--- config.mk ---
export PLATFORM = sky130hd
export DESIGN_NAME = zx_mem_arbiter
export DESIGN_NICKNAME = d
export VERILOG_FILES = /design/src/rtl/zx_mem_arbiter.sv
export SDC_FILE = /design/constraint.sdc
export NUM_CORES = 1
export LEC_CHECK = 0
export BUFFER_PORTS_ARGS = -buffer_cell sky130_fd_sc_hd__buf_2
export CORE_MARGIN = 5
export CORE_UTILIZATION = 51
export CTS_CLUSTER_SIZE = 30
export DETAILED_ROUTE_END_ITERATION = 12
export GPL_TIMING_DRIVEN = 0
export HOLD_SLACK_MARGIN = 0.03
export PLACE_DENSITY = 0.79
export SYNTH_ARGS = -nofsm -noshare
export SYNTH_HDL_FRONTEND = slang
export SYNTH_SLANG_ARGS = --single-unit
--- constraint.sdc ---
create_clock -name clock -period 4.85 [get_ports clock]
set_clock_uncertainty 0.15 [all_clocks]
set_input_delay 0.97 -clock clock [delete_from_list [all_inputs] [get_ports clock]]
set_output_delay 0.97 -clock clock [all_outputs]
set_load 0.02 [all_outputs]
--- src/rtl/zx_mem_arbiter.sv ---
// zx_mem_arbiter: 128K/+2/+3 paging registers plus a small FSM that
// time-shares one external SRAM (ROM and RAM) between CPU and video fetch.
module zx_mem_arbiter #(
   parameter int RAM_PAGES_W = 3,   // 3 = 128K, 4 = 256K (bit 3 from 7FFD[6])
   parameter int ROM_PAGES_W = 2,   // 1 = 7FFD[4] only, 2 = {1FFD[2], 7FFD[4]}
   parameter int SRAM_AW     = 19   // must be >= RAM_PAGES_W + 15
) (
   input  logic               clock,
   input  logic               reset,
   input  logic               ioWr,
   input  logic [15:0]        ioA,
   input  logic [7:0]         ioDi,
   input  logic               cpuReq,
   input  logic               cpuWr,
   input  logic [15:0]        cpuA,
   input  logic [7:0]         cpuDi,
   output logic [7:0]         cpuDo,
   output logic               cpuAck,
   input  logic               vidReq,
   input  logic [12:0]        vidA,
   output logic [7:0]         vidDo,
   output logic               vidAck,
   output logic [SRAM_AW-1:0] sramAddr,
   output logic [7:0]         sramDo,
   output logic               sramDoe,
   input  logic [7:0]         sramDi,
   output logic               sramWr
);

   // Page field width inside the SRAM address: bit SRAM_AW-1 splits RAM/ROM.
   localparam int PG_W = SRAM_AW - 15;

   typedef enum logic [2:0] {
      IDLE, VID_A, VID_D, CPU_RA, CPU_RD, WR_S, WR_P, WR_H
   } state_t;

   state_t state, state_d;

   // Paging registers
   logic [3:0] ram_pg;     // 7FFD[2:0], plus 7FFD[6] in 256K builds
   logic       screen;     // 7FFD[3]
   logic       rom_lo;     // 7FFD[4]
   logic       lock;       // 7FFD[5]
   logic [2:0] p1;         // 1FFD[2:0]: special, config / ROM high

   // Latched request operands
   logic        cpu_pend, cpu_wr_q, vid_pend, acc_rom;
   logic [15:0] cpu_a_q;
   logic [7:0]  cpu_di_q;
   logic [12:0] vid_a_q;

   // Combinational address mapping
   logic [1:0]         slot, rom_sel;
   logic [2:0]         sp_pg;
   logic [PG_W-1:0]    cpu_pg;
   logic               cpu_rom;
   logic [SRAM_AW-1:0] cpu_addr, vid_addr;

   logic sel_7ffd, sel_1ffd;
   assign sel_1ffd = ioWr && (ioA[15:12] == 4'b0001) && !ioA[1];
   assign sel_7ffd = ioWr && !ioA[15] && !ioA[1];

   // Bits that only matter in some parameterisations, or not at all.
   logic unused_bits;
   assign unused_bits = ^{ioA[11:2], ioA[0], ram_pg, rom_sel};

   // Paging register writes; 1FFD wins an overlapping decode, lock freezes both.
   always_ff @(posedge clock or posedge reset) begin
      if (reset) begin
         ram_pg <= '0;
         screen <= 1'b0;
         rom_lo <= 1'b0;
         lock   <= 1'b0;
         p1     <= '0;
      end else if (!lock) begin
         // NOTE: clocked state uses <= so every register samples pre-edge values.
         if (sel_1ffd) begin
            p1 <= ioDi[2:0];
         end else if (sel_7ffd) begin
            ram_pg[2:0] <= ioDi[2:0];
            ram_pg[3]   <= (RAM_PAGES_W > 3) ? ioDi[6] : 1'b0;
            screen      <= ioDi[3];
            rom_lo      <= ioDi[4];
            lock        <= ioDi[5];
         end
      end
   end

   // Pending flags: set by a request when clear, cleared as the ack is issued.
   always_ff @(posedge clock or posedge reset) begin
      if (reset) begin
         cpu_pend <= 1'b0;
         cpu_wr_q <= 1'b0;
         cpu_a_q  <= '0;
         cpu_di_q <= '0;
         vid_pend <= 1'b0;
         vid_a_q  <= '0;
      end else begin
         if ((state_d == CPU_RD) || (state_d == WR_H)) begin
            cpu_pend <= 1'b0;
         end else if (cpuReq && !cpu_pend) begin
            cpu_pend <= 1'b1;
            cpu_wr_q <= cpuWr;
            cpu_a_q  <= cpuA;
            cpu_di_q <= cpuDi;
         end
         if (state_d == VID_D) begin
            vid_pend <= 1'b0;
         end else if (vidReq && !vid_pend) begin
            vid_pend <= 1'b1;
            vid_a_q  <= vidA;
         end
      end
   end

   // Map the latched CPU address and the video offset onto SRAM addresses.
   always_comb begin
      // NOTE: every output gets a default first so no latch is inferred.
      cpu_rom = 1'b0;
      cpu_pg  = '0;
      sp_pg   = 3'd0;
      slot    = cpu_a_q[15:14];
      rom_sel = {p1[2], rom_lo};
      if (p1[0]) begin
         case (p1[2:1])
            2'd0:    sp_pg = {1'b0, slot};
            2'd1:    sp_pg = {1'b1, slot};
            2'd2:    sp_pg = (slot == 2'd3) ? 3'd3 : {1'b1, slot};
            default: begin
               case (slot)
                  2'd0:    sp_pg = 3'd4;
                  2'd1:    sp_pg = 3'd7;
                  2'd2:    sp_pg = 3'd6;
                  default: sp_pg = 3'd3;
               endcase
            end
         endcase
         cpu_pg = PG_W'(sp_pg);
      end else begin
         case (slot)
            2'd0: begin
               cpu_rom = 1'b1;
               cpu_pg  = PG_W'(rom_sel[ROM_PAGES_W-1:0]);
            end
            2'd1:    cpu_pg = PG_W'(3'd5);
            2'd2:    cpu_pg = PG_W'(3'd2);
            default: cpu_pg = PG_W'(ram_pg[RAM_PAGES_W-1:0]);
         endcase
      end
      cpu_addr = {cpu_rom, cpu_pg, cpu_a_q[13:0]};
      vid_addr = {1'b0, PG_W'(screen ? 3'd7 : 3'd5), 1'b0, vid_a_q};
   end

   // State register.
   always_ff @(posedge clock or posedge reset) begin
      if (reset) state <= IDLE;
      else       state <= state_d;
   end

   // Next state: video beats CPU in IDLE; every access returns to IDLE.
   always_comb begin
      state_d = state;
      case (state)
         IDLE: begin
            if (vid_pend)      state_d = VID_A;
            else if (cpu_pend) state_d = cpu_wr_q ? WR_S : CPU_RA;
         end
         VID_A:   state_d = VID_D;
         CPU_RA:  state_d = CPU_RD;
         WR_S:    state_d = WR_P;
         WR_P:    state_d = WR_H;
         default: state_d = IDLE;   // VID_D, CPU_RD, WR_H
      endcase
   end

   // Registered SRAM and handshake outputs, decoded from the state being entered.
   always_ff @(posedge clock or posedge reset) begin
      if (reset) begin
         sramAddr <= '0;
         sramDo   <= '0;
         sramDoe  <= 1'b0;
         sramWr   <= 1'b1;
         cpuDo    <= '0;
         vidDo    <= '0;
         cpuAck   <= 1'b0;
         vidAck   <= 1'b0;
         acc_rom  <= 1'b0;
      end else begin
         cpuAck  <= (state_d == CPU_RD) || (state_d == WR_H);
         vidAck  <= (state_d == VID_D);
         sramDoe <= (state_d inside {WR_S, WR_P, WR_H});
         sramWr  <= !((state_d == WR_P) && !acc_rom);
         if ((state == IDLE) && (state_d == VID_A)) begin
            sramAddr <= vid_addr;
         end
         if ((state == IDLE) && ((state_d == CPU_RA) || (state_d == WR_S))) begin
            sramAddr <= cpu_addr;
            acc_rom  <= cpu_rom;
            if (state_d == WR_S) sramDo <= cpu_di_q;
         end
         if (state_d == CPU_RD) cpuDo <= sramDi;
         if (state_d == VID_D)  vidDo <= sramDi;
      end
   end

endmodule

==> metrics <==
worst skew pair latency=0.34 ns; startpoint types=input pin; Critical Path Fanout Max=5; post-DP HPWL=6.08 mm; Yosys reg bits=99; clock buffer depth=2; Post-synth EDFFs=0; Placer Congestion=0.733; Vias/cell=5.25; FP Rows=32; Net Sw Frac=0.361; Worst-Margin Slew=0.552 ns; PwrDens=664 nW/um^2; antenna violations before repair=0; worst endpoint required time=4.93 ns; post-layout min period=2.16 ns; Lkg Pwr=2.36 nW; Initial Util=0.523; IO buf count=107; sequential power share=0.438; fin worst setup slack=2.69 ns; clock power share=0.156; Most used DFF post-synth=dfrtp_1; Synth Net Count=347; Fin. Hold Viols=0; Antenna Violating Nets Remaining=0; number of H-tree levels=3; Final #Nets=466; synthesized area per cell=14.9 sq um; DRT Pass-1 Iters=4; Core Area=7730 sq um; share of layout cells above drive strength 1=0.540; RSZ-0062 raised after global routing=false; vias=2616; async set or reset register ratio after synthesis=1.00; Slew Limit Fails=0; die width=99.0 um; Design Power=3.27 mW; Cell variety after synth=46; pin count of the biggest net entering global routing=57; Critical Path AT=2.24 ns; Ant. Diodes=0; Slew headroom=0.632; wirelength, routed=8.23 mm; synth warn=0; die height=99.0 um; GR Overflow Total=0; total CTS buffers=9; pre-CTS WS=2.31 ns; Internal=2.09 mW; outcome=completed; post-synthesis cell count=272; Sw Pwr=1.18 mW; synthesized area=4040 sq um; Final Cycle Share=0.445; 1st-iter DRT viols=60; Seq/Total Area, Yosys=0.614; io pins=122; setup_tns=0 ns; vias in the first global route=2859; crit end category=flop; DIE AREA=9800 sq um; drt wl/cell=16.5 um; CTS tree=built; maximum vdd drop=0.000324 V; drt drc=0; Comb power frac=0.405; PostCTS Resize Cnt=0; worst hold-check path type=reg2reg; first-pass GRT wire length=13.8 mm; Syn-to-layout area delta=21.8%; cts hold-fix bufs=0; Setup violations, final=0; total global-route track usage=0.176; Max Freq=463 MHz; critical setup path kind=in2reg; Post-CTS Repair Setup Buffers=0; clock edge transition at the registers on the reported setup and hold paths=0.09 ns; Max Cap Viol=0; clk sinks=99; CTS root buf=clkbuf_8
state kept, by name (all words and copies together) (netlist names), 3 cells and up:
register / flops
cpu_a_q: 16
ram_pg: 3
cpu_di_q: 8
p1: 3
vidDo: 8
cpuDo: 8
sramDo: 8
vid_a_q: 13
state: 3
sramAddr: 18
cells in the final DEF (no fill, tap or decap), types with 5 or more instances in the layout:
cell type and count:
nor2_1 9, dfrtp_1 98, clkbuf_1 5, a221o_1 13, clkbuf_8 9, mux2_2 64
and3_1 14, buf_2 112
kinds of logic after synthesis:
kind of cell	share of synthesized area
compound gates	0.0638
xor+xnor	0.00620
buf+inv	0.0251
flops	0.614
mux	0.201
other cells	0.000928
simple gates	0.0898
worst paths after layout:
check / to / cells after the start / start / slack (ns)
worst max-delay path: ram_pg[0]$_DFFE_PP0P_ / 4 / ioA[15] / 2.69
worst min-delay path: sramWr$_DFF_PP1_ / 2 / acc_rom$_DFFE_PP0P_ / 0.34
worst max register to register: sramAddr[15]$_DFFE_PP0P_ / 5 / state[1]$_DFF_PP0_ / 2.89
worst min register to register: sramWr$_DFF_PP1_ / 2 / acc_rom$_DFFE_PP0P_ / 0.34
max in group asynchronous: cpu_a_q[12]$_DFFE_PP0P_ / 3 / reset / 3.36
min in group asynchronous: cpu_di_q[3]$_DFFE_PP0P_ / 2 / reset / 0.52
cells in the mapped netlist (all sizes together), types with 2 or more instances:
library cell	instances	area (sq um)
nor2	9	33.8
mux2	71	811
nor3b	6	55.1
a21oi	2	21.3
a32o	2	20.0
xor2	2	25.0
inv	2	7.51
or3b	3	31.3
clkbuf	3	12.5
and4	2	17.5
and3	14	87.6
dfrtp	98	2450
nand2	4	15.0
o21ai	5	28.8
a221o	13	130
o22a	2	17.5
buf	11	81.3
nand3	3	15.0
nor2b	3	21.3
nor3	3	31.3
nand3b	2	15.0
cell type report:
| class | instances | area (sq um) |
|---|---|---|
| Buffer | 14 | 93.8 |
| Clock buffer | 12 | 135 |
| Clock inverter | 4 | 51.3 |
| Fill cell | 618 | 2810 |
| Inverter | 2 | 10.0 |
| Multi-Input combinational cell | 157 | 1460 |
| Sequential cell | 99 | 2480 |
| Tap cell | 102 | 128 |
| Timing Repair Buffer | 108 | 563 |
layer usage:
metal  part of all wire  track usage  vias to the layer above
met5                  0            0                        -
met2               0.49        0.299                       75
met4              0.011       0.0462                        0
met3              0.064       0.0460                        8
met1               0.43        0.224                     1304
li1                   -            -                     1229
power by group through the flow:
stage	registers, mW	logic (mW)	clock network [mW]
after floorplan	1.63	0.745	0
after global placement	1.42	1.30	0
after detailed placement	1.45	1.34	0
after CTS	1.43	1.35	0.521
after global routing	1.48	1.45	0.554
final	1.43	1.32	0.511
metrics by stage:
step,hold slack (ns),std cells,utilization,area [sq um]
floorplan,0.298,272,-,4040
global placement,0.311,481,0.609,4700
detailed placement,0.322,482,0.613,4730
CTS,0.341,498,0.637,4920
global route,0.373,498,0.637,4920
finish,0.338,498,0.637,4920
worst max-delay path, cell delays in order:
cell and delay [ns]:
buf_2 0.09, or3b_4 0.40, nor3_2 0.39, mux2_2 0.39
Note: power is estimated with default switching activity, not from simulation.
